===== src/rtl/output_writer_pkg.sv =====
// output_writer_pkg
//   Shared definitions for the filter output side: default pixel/dimension
//   width, default elastic FIFO depth and the writer FSM state encoding.
//   The read-side address generator uses the same defaults.
package output_writer_pkg;

  localparam int OW_WORD_DEF  = 8;
  localparam int OW_DEPTH_DEF = 4;

  typedef enum logic [1:0] {
    ST_IDLE  = 2'd0,
    ST_RUN   = 2'd1,
    ST_DRAIN = 2'd2,
    ST_DONE  = 2'd3
  } ow_state_e;

  // States in which the FIFO may be popped into output memory.
  function automatic logic is_active(input ow_state_e s);
    return (s == ST_RUN) || (s == ST_DRAIN);
  endfunction

endpackage


===== src/rtl/output_writer_sync_fifo.sv =====
// sync_fifo
//   Single-clock FIFO of DEPTH entries of WIDTH bits (DEPTH a power of two,
//   at least 2). Push is ignored when full, pop is ignored when empty; a
//   simultaneous push and pop both take effect. No bypass: a word pushed in
//   a cycle is visible at data_o at the earliest in the following cycle.
// Ports
//   clk, rst   rising-edge clock, asynchronous active-high reset (empties FIFO)
//   push_i     write data_i into the tail
//   pop_i      drop the head
//   data_i     write data
//   data_o     current head (valid when empty_o is low)
//   full_o     DEPTH entries held
//   empty_o    no entries held
module sync_fifo #(
  parameter int WIDTH = 8,
  parameter int DEPTH = 4
) (
  input  logic             clk,
  input  logic             rst,
  input  logic             push_i,
  input  logic             pop_i,
  input  logic [WIDTH-1:0] data_i,
  output logic [WIDTH-1:0] data_o,
  output logic             full_o,
  output logic             empty_o
);

  localparam int AW = $clog2(DEPTH);

  logic [WIDTH-1:0] mem_q [DEPTH];
  // One extra pointer bit distinguishes full from empty.
  logic [AW:0]      wr_ptr_q;
  logic [AW:0]      rd_ptr_q;
  logic             do_push;
  logic             do_pop;

  assign do_push = push_i && !full_o;
  assign do_pop  = pop_i && !empty_o;

  always_ff @(posedge clk or posedge rst) begin
    if (rst) begin
      wr_ptr_q <= '0;
      rd_ptr_q <= '0;
    end else begin
      if (do_push) wr_ptr_q <= wr_ptr_q + (AW+1)'(1);
      if (do_pop)  rd_ptr_q <= rd_ptr_q + (AW+1)'(1);
    end
  end

  // Storage needs no reset: contents are only observed behind empty_o.
  always_ff @(posedge clk) begin
    if (do_push) mem_q[wr_ptr_q[AW-1:0]] <= data_i;
  end

  assign data_o  = mem_q[rd_ptr_q[AW-1:0]];
  assign empty_o = (wr_ptr_q == rd_ptr_q);
  assign full_o  = (wr_ptr_q[AW] != rd_ptr_q[AW]) &&
                   (wr_ptr_q[AW-1:0] == rd_ptr_q[AW-1:0]);

endmodule


===== src/rtl/output_writer.sv =====
// output_writer
//   Collects h*w filtered pixels from the filter core through an elastic
//   FIFO and writes them to consecutive output-memory addresses starting at
//   base_addr (addresses wrap modulo 2^(WORD+1)), whenever the shared memory
//   port is granted.
//   Handshakes: an input pixel is accepted in a cycle where in_valid and
//   in_ready are both high; a memory write happens in a cycle where w_en is
//   high (FIFO non-empty, writer active, mem_grant high). Neither side may
//   assume the other holds its signals beyond that single cycle.
// Ports
//   clk, rst     rising-edge clock, asynchronous active-high reset
//   start        one-cycle pulse, honoured only in IDLE
//   h, w         frame height/width, sampled at start
//   base_addr    first output address, sampled at start
//   in_data/in_valid/in_ready   pixel stream from the filter core
//   mem_grant    memory port granted this cycle
//   w_addr/w_data/w_en          output-memory write port
//   busy         high in RUN and DRAIN
//   done         one-cycle pulse after the last pixel is written
//   dbg_state    current FSM state
module output_writer
  import output_writer_pkg::*;
#(
  parameter int WORD  = OW_WORD_DEF,
  parameter int DEPTH = OW_DEPTH_DEF
) (
  input  logic            clk,
  input  logic            rst,
  input  logic            start,
  input  logic [WORD-1:0] h,
  input  logic [WORD-1:0] w,
  input  logic [WORD:0]   base_addr,
  input  logic [WORD-1:0] in_data,
  input  logic            in_valid,
  output logic            in_ready,
  input  logic            mem_grant,
  output logic [WORD:0]   w_addr,
  output logic [WORD-1:0] w_data,
  output logic            w_en,
  output logic            busy,
  output logic            done,
  output ow_state_e       dbg_state
);

  localparam int TW = 2 * WORD;

  ow_state_e       state_q, state_d;
  logic [TW-1:0]   total_q, total_d;
  logic [TW-1:0]   acc_q, acc_d;
  logic [TW-1:0]   wr_q, wr_d;
  logic [WORD:0]   base_q, base_d;
  logic [WORD:0]   last_addr_q, last_addr_d;
  logic [WORD-1:0] last_data_q, last_data_d;

  logic            active;
  logic            push;
  logic            pop;
  logic            fifo_full;
  logic            fifo_empty;
  logic [WORD-1:0] fifo_head;
  logic [WORD:0]   cur_addr;

  assign active   = is_active(state_q);
  assign in_ready = (state_q == ST_RUN) && !fifo_full;
  assign push     = in_valid && in_ready;
  assign pop      = active && !fifo_empty && mem_grant;
  // Truncation to WORD+1 bits gives the required address wrap-around.
  assign cur_addr = base_q + wr_q[WORD:0];

  assign w_en      = pop;
  // Outside an active frame the write port shows the last written pair.
  assign w_addr    = active ? cur_addr  : last_addr_q;
  assign w_data    = active ? fifo_head : last_data_q;
  assign busy      = active;
  assign done      = (state_q == ST_DONE);
  assign dbg_state = state_q;

  sync_fifo #(
    .WIDTH (WORD),
    .DEPTH (DEPTH)
  ) u_fifo (
    .clk     (clk),
    .rst     (rst),
    .push_i  (push),
    .pop_i   (pop),
    .data_i  (in_data),
    .data_o  (fifo_head),
    .full_o  (fifo_full),
    .empty_o (fifo_empty)
  );

  always_comb begin
    state_d     = state_q;
    total_d     = total_q;
    base_d      = base_q;
    acc_d       = acc_q;
    wr_d        = wr_q;
    last_addr_d = last_addr_q;
    last_data_d = last_data_q;

    if (push) acc_d = acc_q + TW'(1);
    if (pop) begin
      wr_d        = wr_q + TW'(1);
      last_addr_d = cur_addr;
      last_data_d = fifo_head;
    end

    case (state_q)
      ST_IDLE: begin
        if (start) begin
          if ((h != '0) && (w != '0)) begin
            state_d = ST_RUN;
            total_d = TW'(h) * TW'(w);
            base_d  = base_addr;
            acc_d   = '0;
            wr_d    = '0;
          end else begin
            state_d = ST_DONE;
          end
        end
      end
      // The last accept closes the input side; in_ready drops next cycle.
      ST_RUN:   if (push && (acc_d == total_q)) state_d = ST_DRAIN;
      // The final pop always lands here: no bypass means a pixel pushed in
      // RUN cannot be written in the same cycle.
      ST_DRAIN: if (pop && (wr_d == total_q)) state_d = ST_DONE;
      ST_DONE:  state_d = ST_IDLE;
      default:  state_d = ST_IDLE;
    endcase
  end

  always_ff @(posedge clk or posedge rst) begin
    if (rst) begin
      state_q     <= ST_IDLE;
      total_q     <= '0;
      base_q      <= '0;
      acc_q       <= '0;
      wr_q        <= '0;
      last_addr_q <= '0;
      last_data_q <= '0;
    end else begin
      state_q     <= state_d;
      total_q     <= total_d;
      base_q      <= base_d;
      acc_q       <= acc_d;
      wr_q        <= wr_d;
      last_addr_q <= last_addr_d;
      last_data_q <= last_data_d;
    end
  end

endmodule


===== config.mk =====
export PLATFORM = sky130hd
export DESIGN_NAME = output_writer
export DESIGN_NICKNAME = d
export VERILOG_FILES = /design/src/rtl/output_writer_pkg.sv /design/src/rtl/output_writer_sync_fifo.sv /design/src/rtl/output_writer.sv
export SDC_FILE = /design/constraint.sdc
export NUM_CORES = 1
export LEC_CHECK = 0
export BUFFER_PORTS_ARGS = -buffer_cell sky130_fd_sc_hd__buf_2
export CELL_PAD_IN_SITES_DETAIL_PLACEMENT = 0
export CELL_PAD_IN_SITES_GLOBAL_PLACEMENT = 1
export CORE_ASPECT_RATIO = 0.6
export CORE_MARGIN = 10
export CORE_UTILIZATION = 47
export DETAILED_ROUTE_END_ITERATION = 10
export HOLD_SLACK_MARGIN = 0.08
export PLACE_DENSITY_LB_ADDON = 0.2
export SETUP_SLACK_MARGIN = 0.4
export SYNTH_ARGS = -nofsm -noshare
export SYNTH_HDL_FRONTEND = slang
export SYNTH_SLANG_ARGS = --single-unit

===== constraint.sdc =====
create_clock -name clk -period 3.8 [get_ports clk]
set_input_delay 0.38 -clock clk [delete_from_list [all_inputs] [get_ports clk]]
set_output_delay 0.38 -clock clk [all_outputs]
set_load 0.03 [all_outputs]

# --- Word-level counts from Yosys, hierarchy flattened ---
# Memory sizes are Yosys's and may differ from the RTL's.
# Cells that the tools add are included.
classes:
  mul: 1
  n_reduce_logical: 18
  n_addsub: 5
  muxes: 17
  n_eq_ne: 11
op_table:
  columns: ["operator", "count"]
  rows:
  - ["2-to-1 mux 16 bit", 8]
  - ["adder 16 x 1 -> 16 bit, second input constant", 2]
  - ["equality test 16 bit", 2]
  - ["multiplier 8 x 8 -> 16 bit", 1]
  - ["nonzero test 8 bit", 2]
  - ["logical AND 1 bit", 10]
  - ["adder 9 bit", 1]
  - ["2-to-1 mux 9 bit", 1]
  - ["2-to-1 mux 2 bit", 4]
  - ["2-to-1 mux 8 bit", 1]
  - ["one-hot mux 2 bit (4 select lines)", 1]
  - ["adder 3 x 1 -> 3 bit, second input constant", 2]
  - ["AND reduction 3 bit", 2]
  - ["equality test 2 bit, second input constant", 2]
  - ["inequality test 2 x 1 -> 1 bit, second input constant", 2]
  - ["equality test 3 bit", 1]
  - ["equality test 2 x 1 -> 1 bit, second input constant", 1]
  - ["equality test 2 bit", 1]
  - ["logical NOT 1 bit", 2]
  - ["logical NOT 2 bit", 1]
  - ["2-to-1 mux 1 bit", 2]
  - ["inequality test 2 bit, second input constant", 1]
  - ["logical OR 1 bit", 1]
  - ["inequality test 1 bit", 1]
word_totals:
  output_inout_bits: 23
  mem_count: 1
  mem_bits_rw: 32
  register_bits: 82
memory_table:
  columns: ["memory", "depth", "width", "rd", "rd_ports_with_merged_regs", "wr", "line_no", "source"]
  rows:
  - ["u_fifo.mem_q", 4, 8, 1, 0, 1, "output_writer_sync_fifo.sv:30", "logic [WIDTH-1:0] mem_q [DEPTH];"]

# --- Logic depth before layout (Yosys ltp) ---
logic_depth:
  depth_word: 10
  ltp_mapped: 17
  ltp_nobuf: 17

# --- By module ---
# A second synthesis with hierarchy kept.
hier_totals:
  cells_unflattened: 885
  area_unflattened_um2: 8669.6
modules_own_cells:
  columns: ["mod", "area_per_inst_um2", "instances", "seq_area_each_um2", "cells_each"]
  rows:
  - ["output_writer", 6990.5, 1, 1901.8, 794]
  - ["sync_fifo", 1679.1, 1, 1111.1, 91]

# --- Worst setup path before layout ---
# OpenSTA, ideal clock, no wires.
synth_timing:
  path_kind: "input to register"
  startpoint: "input port w[5]"
  endpoint: "register total_q[15]"
  path_stages: 16
  slack_ns: -0.803
  arrival_ns: 4.517
  setup_ns: 0.087
  required_ns: 3.713
  cell_sequence: "clkbuf_1 > nand2_1 > fa_1 > fa_1 > inv_1 > fa_1 > inv_1 > fa_1 > inv_1 > ha_1 > a21boi_0 > o21ai_0 > a211oi_1 > nor3_1 > or4b_2 > o211ai_1"
synth_between:
  elab_chain_cells: 3
  elab_cells_between_ends: 4
  cone_classes: "mul: 1; reduce/logical: 3"
synth_lines:
  columns: ["item", "line_no", "source"]
  rows:
  - ["start, declared", "output_writer.sv:31", "input logic [WORD-1:0] w,"]
  - ["parallel branches: the longest is 3 deep, another holds multiplier 8 x 8 -> 16 bit", null, null]
  - ["end signal, assigned", "output_writer.sv:143", "total_q <= total_d;"]
  - ["end, declared", "output_writer.sv:48", "logic [TW-1:0] total_q, total_d;"]
# Parallel ways; which one is timed is not known.
# A chain may end at the register's enable or synchronous reset.

# --- Final worst setup path ---
layout_timing:
  startpoint: "input port h[3]"
  endpoint: "register total_q[15]"
layout_between:
  elab_chain_cells: 3
  elab_cells_between_ends: 4
  cone_classes: "mul: 1; reduce/logical: 3"
layout_lines:
  columns: ["item", "line_no", "source"]
  rows:
  - ["start, declared", "output_writer.sv:30", "input logic [WORD-1:0] h,"]
  - ["parallel branches: the longest is 3 deep, another holds multiplier 8 x 8 -> 16 bit", null, null]
# Parallel ways; which one is timed is not known.

==> results by group <==
Synthesis
  – Post-Syn Area: 8400 sq um
  – Leading area contributor after synthesis: dfrtp_1
  – Synth Register Bits: 114
  – Async S/R FF share, synth: 71.9%
  – Share of the synthesized area in the top cell type: 24.4%
  – Synth top area cells: dfrtp_1, edfxtp_1, fa_1, ha_1, nand2_1
  – Register area share after synthesis: 35.9%
  – EDFF count, synth: 32
  – Cells after synthesis: 849
  – Synth warn: 0
  – Synth cell types: 69
  – Main synth FF type: dfrtp_1
  – Post-synthesis net count: 980
  – Avg Cell Area, Syn: 9.90 sq um

Floorplanning
  – Starting density of the core: 48.5%
  – Core box area: 17300 sq um
  – # IOs: 61
  – Num rows: 37
  – Die Y: 124 um
  – Die X: 193 um
  – Die ar.: 23800 sq um

Place
  – Place WS: -0.700 ns
  – HPWL Detailed: 17400 um
  – Placed instance count: 1175
  – Gpl congestion: 0.866
  – Port buffer count: 60

Critical path
  – Required time of the critical path: 4.13 ns
  – CP Class: primary input to flop
  – RR Startpoint: dbg_state[1]$_DFFE_PP0P_
  – R2R setup slack: 0.52 ns
  – CP Launch Type: primary input
  – CP endpoint kind: flop
  – Data arrival time of the critical path: 4.29 ns
  – RR Endpoint: dbg_state[1]$_DFFE_PP0P_
  – Max FO, Critical Path: 4
  – R2R depth: 10

Hold path
  – Type of the worst min-delay path: primary input to flop
  – Hold wc startpoint: base_addr[0]
  – Hold Crit Depth: 3
  – End of the worst hold path: base_q[0]$_DFFE_PP0P_

Global route
  – Largest net degree at the start of global routing: 68
  – Grt met2 use: 26.6%
  – Antenna violations before repair: 0
  – Total gr overflow: 0
  – GR Util met1: 29.8%
  – Total track usage: 19.6%
  – Met3 Use GR: 6.05%
  – Number of global-route vias before repair: 6576
  – GR peak layer: met1
  – First-pass GRT wire length: 36100 um

Timing
  – TNS Setup: -0.230 ns
  – Crit path time final: 3.97 ns
  – Max_slew headroom: 33.1%
  – RSZ-0062 raised after global routing: yes
  – Fin Hold WS: 0.150 ns
  – Final setup viols: 2
  – Pins Over Slew Limit: 0
  – Final clock period utilization by the worst path: 104%
  – Hold Vio Cnt, Final: 0
  – Final Skew: 0.00544 ns
  – Setup ws final: -0.166 ns
  – FMAX: 252 MHz
  – Measured slew at the worst slew-check pin: 1.00 ns

Power
  – Lkg Pwr: 4.73 nW
  – Max VDD drop: 0.461 mV
  – NetSw: 3.40 mW
  – Logic pwr share: 53.8%
  – Power Dens Cells: 761 nW/um^2
  – Share of total power in the clock network: 21.4%
  – Switching Fraction: 43.2%
  – Flop pwr share: 24.7%
  – Internal power: 4.46 mW

Clocking
  – Clock root buffer: clkbuf_16
  – Clk_lat worst skew: 0.42 ns
  – Num CTS Buffers: 17
  – CTS max path bufs: 2
  – CTS H-tree lvls: 4
  – Clock Sinks: 114
  – TritonCTS clock tree: built
  – Clock slew at reported path FFs: 0.06 ns

Route
  – Via Count: 6540
  – Initial DRC count: 598
  – Final ANT Viol Nets: 0
  – Wire length per cell: 18.6 um
  – Routed vias/inst: 5.38
  – DR DRC count: 0
  – TritonRoute pass-1 iters: 5
  – Overall routed net length: 22600 um

Finish
  – Syn-to-layout area delta: 23.0%
  – Nets@finish: 1099
  – Finished Core Util: 59.7%
  – Post-Layout Cell Count: 1215
  – Fillcell total: 1464
  – Diode count: 0
  – Fraction of layout cells with a size suffix above 1: 25.5%

Job
  – Max-Cap Viols: 0

Run status
  – Status: complete, but fails checks
  – Violated checks: negative setup slack
==> flip-flops by register name, summed over array words and instances, names as in the netlist <==
signal	count
u_fifo.mem_q	32
acc_q	16
total_q	16
wr_q	16
base_q	9
last_addr_q	9
last_data_q	8
u_fifo.rd_ptr_q	3
u_fifo.wr_ptr_q	3
dbg_state	2
==> power by group through the flow <==
stage	logic (mW)	clock network [mW]	registers, mW
finish	4.23	1.69	1.95
global route	4.64	1.77	1.98
CTS	4.09	1.71	1.93
detailed placement	3.91	0	1.96
global placement	3.81	0	1.94
floorplan	2.84	0	1.82
==> per-stage QoR <==
stage          area [sq um]  total power, mW
2_1_floorplan          8480             4.67
3_3_place_gp           9420             5.75
3_5_place_dp           9420             5.87
4_1_cts               10200             7.73
5_1_grt               10300             8.39
6_report              10300             7.86
==> layout make-up <==
cell class / instances / area, sq um / area share, %
clock buffer: 19 / 433 / 4.19
sequential: 114 / 3020 / 29.2
timing repair buffer: 132 / 902 / 8.73
inverter: 72 / 272 / 2.63
multi-input combinational: 631 / 5240 / 50.6
clock inverter: 13 / 186 / 1.80
tap: 234 / 293 / 2.83
==> placed cells by master (no fill, tap or decap), types with 5 or more instances in the layout <==
cell / count
clkbuf_16: 17
a21oi_1: 9
nor3_1: 9
mux2_2: 17
buf_6: 5
mux4_2: 8
nand2_1: 136
xnor3_1: 7
o21ai_0: 12
dfrtp_1: 79
nand4_1: 11
nor2_1: 54
and2_4: 8
fa_1: 33
inv_2: 6
a21oi_2: 5
inv_1: 65
ha_1: 49
o21ai_1: 9
xor2_1: 28
buf_2: 52
nand3_1: 21
buf_4: 72
nand2b_1: 6
and2_1: 49
xnor2_1: 47
edfxtp_1: 32
nor4_1: 6
==> repair_timing <==
item | in CTS | in global routing
cloned | 0 | 0
hold endpoints to repair | 15 | 0
hold buffers | 1 | 0
setup endpoints to repair | 9 | 10
pin swaps | 32 | 26
gates resized for setup | 37 | 36
buffers inserted | 4 | 3
==> cell usage after synthesis, drive strengths merged (3+ instances only) <==
cell type,instances
xnor3,7
and4,4
edfxtp,32
inv,72
a311oi,3
xnor2,47
nand2b,6
mux2i,3
nand4,12
xor3,3
and3,5
clkbuf,21
nor2b,4
o31ai,4
nor3,12
or4,5
nor4,6
a2111oi,3
ha,56
o311ai,4
nand2,136
and4b,3
nor3b,3
fa,37
mux2,17
o21ai,26
and2,58
dfrtp,82
nand3,21
a21boi,3
buf,11
nor2,58
mux4,8
a21oi,15
xor2,28
o311a,3
==> metal layers <==
metal  vias up  share of wire [%]
li1       3115                  -
met1      3195                 50
met2       209                 41
met3        21                8.6
met4         0               0.61
met5         -                  0
==> worst max-delay path by stage <==
| stage | to | slack [ns] | cells past startpoint | from |
|---|---|---|---|---|
| 5_1_grt | total_q[15]$_DFFE_PP0P_ | -0.28 | 17 | h[3] |
| 4_1_cts | total_q[15]$_DFFE_PP0P_ | -0.15 | 17 | h[3] |
| 3_5_place_dp | total_q[15]$_DFFE_PP0P_ | -0.70 | 17 | w[4] |
| 2_1_floorplan | total_q[15]$_DFFE_PP0P_ | -0.31 | 16 | w[4] |
| 3_3_place_gp | total_q[15]$_DFFE_PP0P_ | -0.64 | 17 | w[4] |
| 6_report | total_q[15]$_DFFE_PP0P_ | -0.17 | 17 | h[3] |
==> cells by family after synthesis <==
logic type,count (synthesis),share of synthesized area [%]
buf+inv,104,4.91
flops,114,35.9
fa+ha+maj,93,17.2
compound gates,85,6.98
simple gates,340,19.8
xor+xnor,85,10.5
mux,28,4.78
==> critical path, cell delays in order <==
cell,delay [ns]
buf_8,0.10
and2_4,0.15
fa_1,0.55
inv_2,0.04
fa_1,0.49
inv_1,0.05
fa_1,0.47
inv_1,0.05
fa_1,0.49
inv_2,0.05
ha_4,0.26
a21boi_4,0.20
o21ai_4,0.09
a211oi_4,0.28
nor3_2,0.08
or4b_4,0.48
o211ai_1,0.09
Note: power is estimated with default switching activity, not from simulation.
